<file path="config.mk">
export PLATFORM = sky130hd
export DESIGN_NAME = pwm_gate_deadtime
export DESIGN_NICKNAME = d
export VERILOG_FILES = /design/src/rtl/pwm_gate_deadtime.sv
export SDC_FILE = /design/constraint.sdc
export NUM_CORES = 1
export LEC_CHECK = 0
export CAP_MARGIN = 10
export CORE_MARGIN = 2
export CORE_UTILIZATION = 50
export CTS_CLUSTER_SIZE = 28
export DETAILED_ROUTE_END_ITERATION = 12
export HOLD_SLACK_MARGIN = 0.08
export PLACE_DENSITY = 0.76
export SLEW_MARGIN = 15
export SYNTH_ARGS = -nofsm -noshare
export SYNTH_HDL_FRONTEND = slang
export SYNTH_SLANG_ARGS = --single-unit
</file>
<file path="constraint.sdc">
create_clock -name CLK_50M -period 3.7 [get_ports CLK_50M]
set_clock_uncertainty 0.2 [all_clocks]
set_input_delay 0.555 -clock CLK_50M [delete_from_list [all_inputs] [get_ports CLK_50M]]
set_output_delay 0.555 -clock CLK_50M [all_outputs]
set_load 0.005 [all_outputs]
</file>
<file path="src/rtl/pwm_gate_deadtime.sv">
// Gate-drive output stage for the LLC half-bridge: synchronises the DSP PWM commands,
// inserts a minimum dead time between legs and blocks both gates on trip, disable or overlap.
module pwm_gate_deadtime #(
  parameter int unsigned DEADTIME_CNT = 25
) (
  input  logic CLK_50M,
  input  logic Rst_n,
  input  logic PWMEN,
  input  logic ProTect,
  input  logic ResetD,
  input  logic PWM_A_IN,
  input  logic PWM_B_IN,
  output logic PWM_A_OUT,
  output logic PWM_B_OUT,
  output logic TripActive,
  output logic ShootThru
);

  typedef enum logic [2:0] {
    S_OFF,
    S_DT_A,
    S_A_ON,
    S_DT_B,
    S_B_ON
  } state_t;

  localparam logic [7:0] DT_LOAD = DEADTIME_CNT[7:0];

  logic   a_meta, a_s, b_meta, b_s, pt_meta, pt_s;
  logic   hold;
  logic   dis, shoot;
  state_t state, state_nx;
  logic [7:0] cnt, cnt_nx;

  assign dis        = !PWMEN || !pt_s || hold;
  assign shoot      = a_s && b_s;
  assign TripActive = hold;

  // NOTE: every clocked block uses non-blocking assignments so all flops update
  // from the same pre-edge values; blocking here would collapse the synchronisers.
  always_ff @(posedge CLK_50M) begin
    if (!Rst_n) begin
      a_meta  <= 1'b0;
      a_s     <= 1'b0;
      b_meta  <= 1'b0;
      b_s     <= 1'b0;
      pt_meta <= 1'b0;
      pt_s    <= 1'b0;
    end else begin
      a_meta  <= PWM_A_IN;
      a_s     <= a_meta;
      b_meta  <= PWM_B_IN;
      b_s     <= b_meta;
      pt_meta <= ProTect;
      pt_s    <= pt_meta;
    end
  end

  // The hold only releases once both commands are back low, so no partial pulse follows a trip.
  always_ff @(posedge CLK_50M) begin
    if (!Rst_n) begin
      hold      <= 1'b1;
      ShootThru <= 1'b0;
    end else begin
      if (!PWMEN || !pt_s || shoot)
        hold <= 1'b1;
      else if (!a_s && !b_s)
        hold <= 1'b0;

      if (shoot)
        ShootThru <= 1'b1;
      else if (ResetD)
        ShootThru <= 1'b0;
    end
  end

  // NOTE: all always_comb outputs get a default first so no path can infer a latch.
  always_comb begin
    state_nx = state;
    cnt_nx   = cnt;
    case (state)
      S_OFF: begin
        if (!dis) begin
          if (a_s && !b_s) begin
            state_nx = S_DT_A;
            cnt_nx   = DT_LOAD;
          end else if (b_s && !a_s) begin
            state_nx = S_DT_B;
            cnt_nx   = DT_LOAD;
          end
        end
      end
      S_DT_A: begin
        if (dis || !a_s || b_s) begin
          state_nx = S_OFF;
          cnt_nx   = '0;
        end else if (cnt == 8'd1) begin
          state_nx = S_A_ON;
          cnt_nx   = '0;
        end else begin
          cnt_nx = cnt - 8'd1;
        end
      end
      S_A_ON: begin
        if (dis || !a_s || b_s) state_nx = S_OFF;
      end
      S_DT_B: begin
        if (dis || !b_s || a_s) begin
          state_nx = S_OFF;
          cnt_nx   = '0;
        end else if (cnt == 8'd1) begin
          state_nx = S_B_ON;
          cnt_nx   = '0;
        end else begin
          cnt_nx = cnt - 8'd1;
        end
      end
      S_B_ON: begin
        if (dis || !b_s || a_s) state_nx = S_OFF;
      end
      default: begin
        state_nx = S_OFF;
        cnt_nx   = '0;
      end
    endcase
  end

  // Outputs are decoded from the next state so each gate is a clean flop output.
  always_ff @(posedge CLK_50M) begin
    if (!Rst_n) begin
      state     <= S_OFF;
      cnt       <= '0;
      PWM_A_OUT <= 1'b0;
      PWM_B_OUT <= 1'b0;
    end else begin
      state     <= state_nx;
      cnt       <= cnt_nx;
      PWM_A_OUT <= (state_nx == S_A_ON);
      PWM_B_OUT <= (state_nx == S_B_ON);
    end
  end

  dt_legal: assert property (@(posedge CLK_50M) (DEADTIME_CNT >= 1) && (DEADTIME_CNT <= 255));

endmodule
</file>
# Yosys cells after proc, flatten, opt, wreduce, memory -nomap -nowiden
# Cells that the tools add are included.
# totals
ff_bits,21
latch_bits,0
ramBits,0
rom_bits,0
inputBits,7
n_memories,0
# op_classes
n_addsub,1
mul,0
div,0
n_lt_le_gt_ge,0
n_eq_ne,9
shift,0
muxes,19
bitwise_logic,2
n_reduce_logical,20
# ops
op,count
two-way mux 8 bit,6
one-hot mux 8 bit (4 select lines),1
two-way mux 3 bit,9
one-hot mux 3 bit (5 select lines),1
"== test 3 x 2 -> 1 bit, second input constant",3
"== test 8 x 1 -> 1 bit, second input constant",1
"subtractor 8 x 1 -> 8 bit, second input constant",1
logical OR 1 bit,7
"== test 3 bit, second input constant",2
logical AND 1 bit,4
zero test 1 bit,4
OR reduction 2 bit,2
"== test 3 x 1 -> 1 bit, second input constant",1
zero test 3 bit,1
"inequality test 3 bit, second input constant",1
AND reduction 3 bit,1
two-way mux 1 bit,2
"inequality test 2 bit, second input constant",1
inverter 1 bit,2
nonzero test 2 bit,1

# Depth between registers and ports, before layout
# Gate-level depths: netlist of the first run.
# depth
ltp_word,8
mapped_depth,7
mapped_depth_nobuf,6

# Worst setup path after synthesis of the first run
# No wires, ideal clock.
# synth_path
kind,register -> register
from,register cnt[0]
to,register PWM_A_OUT
setup_ns,0.060
arrival_time_ns,1.792
required_ns,3.440
slack_ns,1.648
stages_incl_launch_ff,6
n_path_buf,0
period_less_slack_ns,2.052
path_cell_list,dfxtp_1 > ha_1 > or4b_4 > or3b_1 > a311oi_2 > and3_1
# synth_via
elab_chain_len,5
# synth_lines
item,line_no,rtl
from (decl),33,"logic [7:0] cnt, cnt_nx;"
from (signal assigned),137,cnt <= cnt_nx;
== test 8 x 1 -> 1 bit *,"97, 111",
two-way mux 3 bit (on tied branches),"111, 97",
two-way mux 3 bit (on tied branches),"108, 94",
one-hot mux 3 bit (5 select lines) *,81,case (state)
== test 3 x 2 -> 1 bit *,138,PWM_A_OUT <= (state_nx == S_A_ON);
to (signal assigned),138,
to (decl),13,"output logic PWM_A_OUT,"
# Mark *: on every way between the ends. The rest lies on a longest branch, timed or not.
# A chain may end at the register's enable or synchronous reset.

# Final worst setup path of the first run
# layout_path
from,register cnt[1]
to,register cnt[5]
# layout_via
elab_chain_len,4
# layout_lines
item,line_no
subtractor 8 x 1 -> 8 bit / == test 8 x 1 -> 1 bit (equally long branches),n/a
two-way mux 8 bit *,"97, 111"
two-way mux 8 bit (on tied branches),"108, 94"
one-hot mux 8 bit (4 select lines) *,81
# Marks and branches as above.

==> results of run 1 <==
-- final timing paths --
kind / startpoint / end / slack (ns) / depth (start not counted)
setup / recovery: cnt[1] / cnt[5] / 1.25 / 6
hold / removal: a_meta / a_s / 0.25 / 1
hold reg to reg: a_meta / a_s / 0.25 / 1
setup reg to reg: cnt[1] / cnt[5] / 1.25 / 6
-- metrics by stage --
stage                     std cells  hold slack, ns  cell area, um^2
after floorplan                 116           0.212             1050
after global placement          148           0.219             1170
after detailed placement        148           0.218             1170
after CTS                       152           0.248             1190
after global routing            152           0.282             1190
final                           152           0.246             1190
-- cells in the final DEF, fill, tap and decap left out, types with 3 or more instances in the layout --
cell type	count
nor4_1	4
a211oi_1	3
o31a_1	3
nor3_1	5
ha_1	6
o21a_1	3
and2_1	7
dfxtp_1	21
inv_1	9
or3_1	4
nand2_1	5
nor2_1	6
clkdlybuf4s50_1	10
clkbuf_4	3
-- routing by layer --
metal  part of all wire (%)  up-vias  track usage, %
met5                      0        -               0
met4                    1.5        0            6.94
met3                    3.2        5            3.64
met2                     47       12            31.8
met1                     48      413            23.9
li1                       -      441               -
-- layout make-up --
cell class | instances | area [um^2] | share of cell area [%]
clock buffers | 3 | 22.5 | 1.88
clock inverters | 1 | 5.00 | 0.419
inverters | 9 | 33.8 | 2.83
multi-input cells | 81 | 579 | 48.5
flip-flops and latches | 21 | 420 | 35.2
well taps | 27 | 33.8 | 2.83
repair buffers | 10 | 100 | 8.38
-- registers in the layout, indices dropped and copies added, names as in the netlist --
register / flops
PWM_A_OUT: 1
pt_s: 1
cnt: 8
TripActive: 1
pt_meta: 1
b_s: 1
state: 3
PWM_B_OUT: 1
a_meta: 1
b_meta: 1
ShootThru: 1
a_s: 1
-- kinds of logic after synthesis --
logic type	count (synthesis)	synth area share, %
buffers and inverters	14	5.11
XOR/XNOR	1	0.832
AO/OA/AOI/OAI	26	19.6
adder cells (fa/ha/maj)	6	7.13
AND/OR/NAND/NOR	48	27.4
flip-flops	21	39.9
-- report_power, final --
group	internal [W]	total, W	leakage (nW)	switching, W
clock	0.0000404	0.000111	0.0177	0.0000707
combinational	0.0000108	0.0000196	0.272	0.00000875
sequential	0.000229	0.000232	0.170	0.00000221
==> results.py, run 1 <==
metrics = {
    "timing": {
        "min_period_ns": 2.45,
        "clock.fmax_mhz": 408,
        "worst_slack_ns": 1.25,
        "totalNegativeSetupSlack_ns": 0,
        "rsz0062_at_grt": "no",
        "slew_violations": 0,
        "maxSlewHeadroom_pct": 44.3,
        "fin_crit_sh_pct": 66.3,
        "hold_viol": 0,
        "worst_pin_slew_ns": 0.836,
        "finalSetupViolations": 0,
    },
    "clock_network": {
        "htree_levels": 1,
        "cts_tree": "yes",
        "ctsResizeCount": 0,
        "clk_pin_slew_worst_paths_ns": 0.12,
        "cts_setup_buffers": 0,
        "cts-buffers-inserted": 3,
        "clk_latency_ns": 0.31,
        "cts_num_sinks": 21,
        "ctsLongestPathBuffers": 2,
        "cts_root_buf": "clkbuf_4",
        "holdBufCountCts": 0,
    },
    "worst_setup_path": {
        "cp.required_ns": 3.71,
        "path_delay_family": "compound AO/OA/AOI/OAI gates",
        "cp_data_arrival_time_ns": 2.47,
        "end_kind": "register",
        "worstPathMaxFanout": 11,
        "path_buf_inv": 1,
        "crit_chain": "inv_1 > ha_1 > or4b_4 > o22ai_1 > o311ai_0 > o211a_1",
        "crit_type": "reg2reg",
        "cp-start-kind": "register",
        "cpPeakStageDelay_ns": 0.67,
        "slowest_stage": "o22ai_1",
    },
    "power_and_ir_drop": {
        "p_per_area_nw_per_um2": 303,
        "cellLeakagePower_nw": 0.460,
        "vdd_drop_max_v": 0.000243,
        "total_power_w": 0.000362,
    },
    "route": {
        "routed_wl_um": 1950,
        "ant_nets": 0,
        "first_iter_violations": 16,
        "drt_first_pass_iters": 4,
        "routed_via_density": 5.73,
        "vias": 871,
        "route.detailed.drc": 0,
        "routedWlPerCell_um": 12.8,
    },
    "placement": {
        "dp_hpwl_um": 1380,
        "preCtsSetupSlack_ns": 1.26,
        "portBuffers": 10,
        "place.gp.congestion": 0.800,
    },
    "die": {
        "num_rows": 16,
        "start_util_pct": 53.2,
        "die_w_um": 49.9,
        "pin_count": 11,
        "core_region_area_um2": 1980,
        "die_area_um2": 2490,
        "die_y_um": 49.9,
    },
    "yosys": {
        "synth_top_area_share_pct": 39.9,
        "synth_edf_count": 0,
        "async_reset_ff_share_pct": 0,
        "syn-cell-area_um2": 1050,
        "synth_largest_area_cell": "dfxtp_1",
        "synth_ff_type": "dfxtp_1",
        "synth_warnings": 0,
        "synth_most_common_cell": "dfxtp_1",
        "yosysSeqAreaShare_pct": 39.9,
        "ys_seq_elements": 21,
        "syn_inst": 116,
        "synth_commonest_cells": "dfxtp_1 (21), inv_1 (9), and2_1 (7)",
        "synth.area.top_cells": "dfxtp_1 (40%), ha_1 (7.1%), and2_1 (4.2%)",
        "syn_nets": 129,
        "synth_cell_type_count": 42,
        "synth.avg_cell_area_um2": 9.08,
    },
    "global_route": {
        "grtUsageTotal_pct": 18.9,
        "grt_pass1_vias": 828,
        "grt_first_pass_wirelength_um": 3610,
        "grt_max_degree": 21,
        "antenna_found_initial": 0,
        "grt_overflow": 0,
    },
    "cells_and_area": {
        "syn2layout_area_growth_pct": 13.4,
        "n_antenna_cell": 0,
        "fin_nets": 139,
        "fillers": 175,
        "fin_util_pct": 60.3,
        "drive_above_1_share_pct": 6.40,
    },
    "status": {
        "status": "finished clean",
    },
    "job": {
        "max-cap-violations": 0,
    },
    "min_path": {
        "hold_path_class": "reg2reg",
    },
}
(Power assumes the default switching activity.)
==> inputs of run 2 (changes only) <==
==> constraint.sdc (replaced) <==
create_clock -name CLK_50M -period 2.5 [get_ports CLK_50M]
set_clock_uncertainty 0.2 [all_clocks]
set_input_delay 0.375 -clock CLK_50M [delete_from_list [all_inputs] [get_ports CLK_50M]]
set_output_delay 0.375 -clock CLK_50M [all_outputs]
set_load 0.005 [all_outputs]
==> run 2 against run 1 <==
Against the previous run:
- count of clock-buffer cells in the layout is the same
- total power is 49% higher
- combinational power increased by 59%
- via count decreased by 2.8%
- critical path type unchanged
- sequential share of layout area decreased by 0.44 points
- highest routed layer unchanged
- non-clock buffer count grew 2
- clock power grew 50%
- design area up 1.3%
- die area stayed put
- critical path depth decreased by 1
==> results.py, run 2 (synthesis gave the netlist of run 1 again) <==
metrics = {
    "status": {
        "status": "finished clean",
    },
    "job": {
        "max-cap-violations": 0,
    },
    "clock_network": {
        "cts-buffers-inserted": 3,
        "ctsResizeCount": 0,
        "cts_root_buf": "clkbuf_4",
        "clk_latency_ns": 0.31,
        "htree_levels": 1,
        "holdBufCountCts": 0,
        "clk_pin_slew_worst_paths_ns": 0.12,
        "cts_setup_buffers": 0,
        "cts_num_sinks": 21,
        "ctsLongestPathBuffers": 2,
        "cts_tree": "yes",
    },
    "die": {
        "core_region_area_um2": 1980,
        "num_rows": 16,
        "start_util_pct": 53.2,
        "die_w_um": 49.9,
        "die_area_um2": 2490,
        "pin_count": 11,
        "die_y_um": 49.9,
    },
    "timing": {
        "min_period_ns": 2.19,
        "hold_viol": 0,
        "fin_crit_sh_pct": 87.8,
        "totalNegativeSetupSlack_ns": 0,
        "maxSlewHeadroom_pct": 69.8,
        "worst_slack_ns": 0.306,
        "worst_pin_slew_ns": 0.451,
        "clock.fmax_mhz": 456,
        "slew_violations": 0,
        "hold_ws_ns": 0.246,
        "finalSetupViolations": 0,
        "rsz0062_at_grt": "no",
    },
    "worst_setup_path": {
        "worstPathMaxFanout": 7,
        "cp.required_ns": 2.56,
        "cp-start-kind": "register",
        "cp_data_arrival_time_ns": 2.26,
        "crit_type": "reg2reg",
        "path_delay_family": "simple AND/OR/NAND/NOR gates",
        "slowest_stage": "or4b_4",
        "cpPeakStageDelay_ns": 0.48,
        "path_buf_inv": 0,
        "crit_chain": "ha_1 > or4b_4 > or3b_1 > a311oi_2 > and3_1",
        "end_kind": "register",
    },
    "cells_and_area": {
        "drive_above_1_share_pct": 7.87,
        "largest_registers": "cnt x8, state x3",
        "layout_common_cells": "dfxtp_1 (21), clkdlybuf4s50_1 (10), inv_1 (9)",
        "top_register": "cnt",
        "largest_reg_flops": 8,
        "final_design_area_no_fill_um2": 1210,
        "n_antenna_cell": 0,
        "fin_nets": 141,
        "layout_commonest_cell": "dfxtp_1",
        "syn2layout_area_growth_pct": 14.8,
    },
    "global_route": {
        "grt_max_degree": 16,
        "grt_first_pass_wirelength_um": 3410,
        "grtUsageTotal_pct": 18.5,
        "antenna_found_initial": 0,
        "grt_pass1_vias": 787,
        "grt_overflow": 0,
    },
    "power_and_ir_drop": {
        "total_power_w": 0.000541,
        "cellLeakagePower_nw": 0.469,
        "p_per_area_nw_per_um2": 447,
        "vdd_drop_max_v": 0.000335,
    },
    "route": {
        "ant_nets": 0,
        "route.detailed.drc": 0,
        "routedWlPerCell_um": 12.7,
        "first_iter_violations": 8,
        "routed_via_density": 5.50,
        "drt_first_pass_iters": 4,
        "routed_wl_um": 1950,
        "vias": 847,
    },
    "placement": {
        "dp_hpwl_um": 1450,
        "place_area_um2": 1180,
        "preCtsSetupSlack_ns": 0.303,
        "place.gp.congestion": 0.819,
        "portBuffers": 10,
    },
    "min_path": {
        "hold_path_class": "reg2reg",
    },
}
run 2: changes by cell type in the layout (fill, tap and decap cells not counted), sizes merged:
cell	before	now
buf	0	2
run 2: where the power goes:
group	leakage (nW)	internal (W)	total, W	switching, W
sequential	0.170	0.000339	0.000342	0.00000284
combinational	0.281	0.0000177	0.0000312	0.0000135
clock	0.0177	0.0000599	0.000167	0.000107
run 2: path summary, 6_finish.rpt:
path | to | depth (start not counted) | slack [ns] | startpoint
worst max-delay path | PWM_A_OUT | 5 | 0.31 | cnt[0]
worst min-delay path | a_s | 1 | 0.25 | a_meta
worst max register to register | PWM_A_OUT | 5 | 0.31 | cnt[0]
worst min register to register | a_s | 1 | 0.25 | a_meta
run 2: layer usage:
metal	wire length (um)	global-route usage (%)	vias up
met4	56	12.5	0
met3	56	3.64	7
li1	-	-	448
met2	900	30.4	15
met5	0	0	-
met1	935	21.5	377
run 2: area by class of cell:
cell class,count,area [um^2]
clock buffers,3,22.5
clock inverters,1,5.00
fillers,161,772
inverters,9,33.8
multi-input cells,81,579
flip-flops and latches,21,420
well taps,27,33.8
repair buffers,12,115
run 2: per-stage QoR:
step                std cells  util, %
global placement          150     59.7
finish                    154     61.0
global route              154     61.0
detailed placement        150     59.7
floorplan                 116        -
CTS                       154     61.0
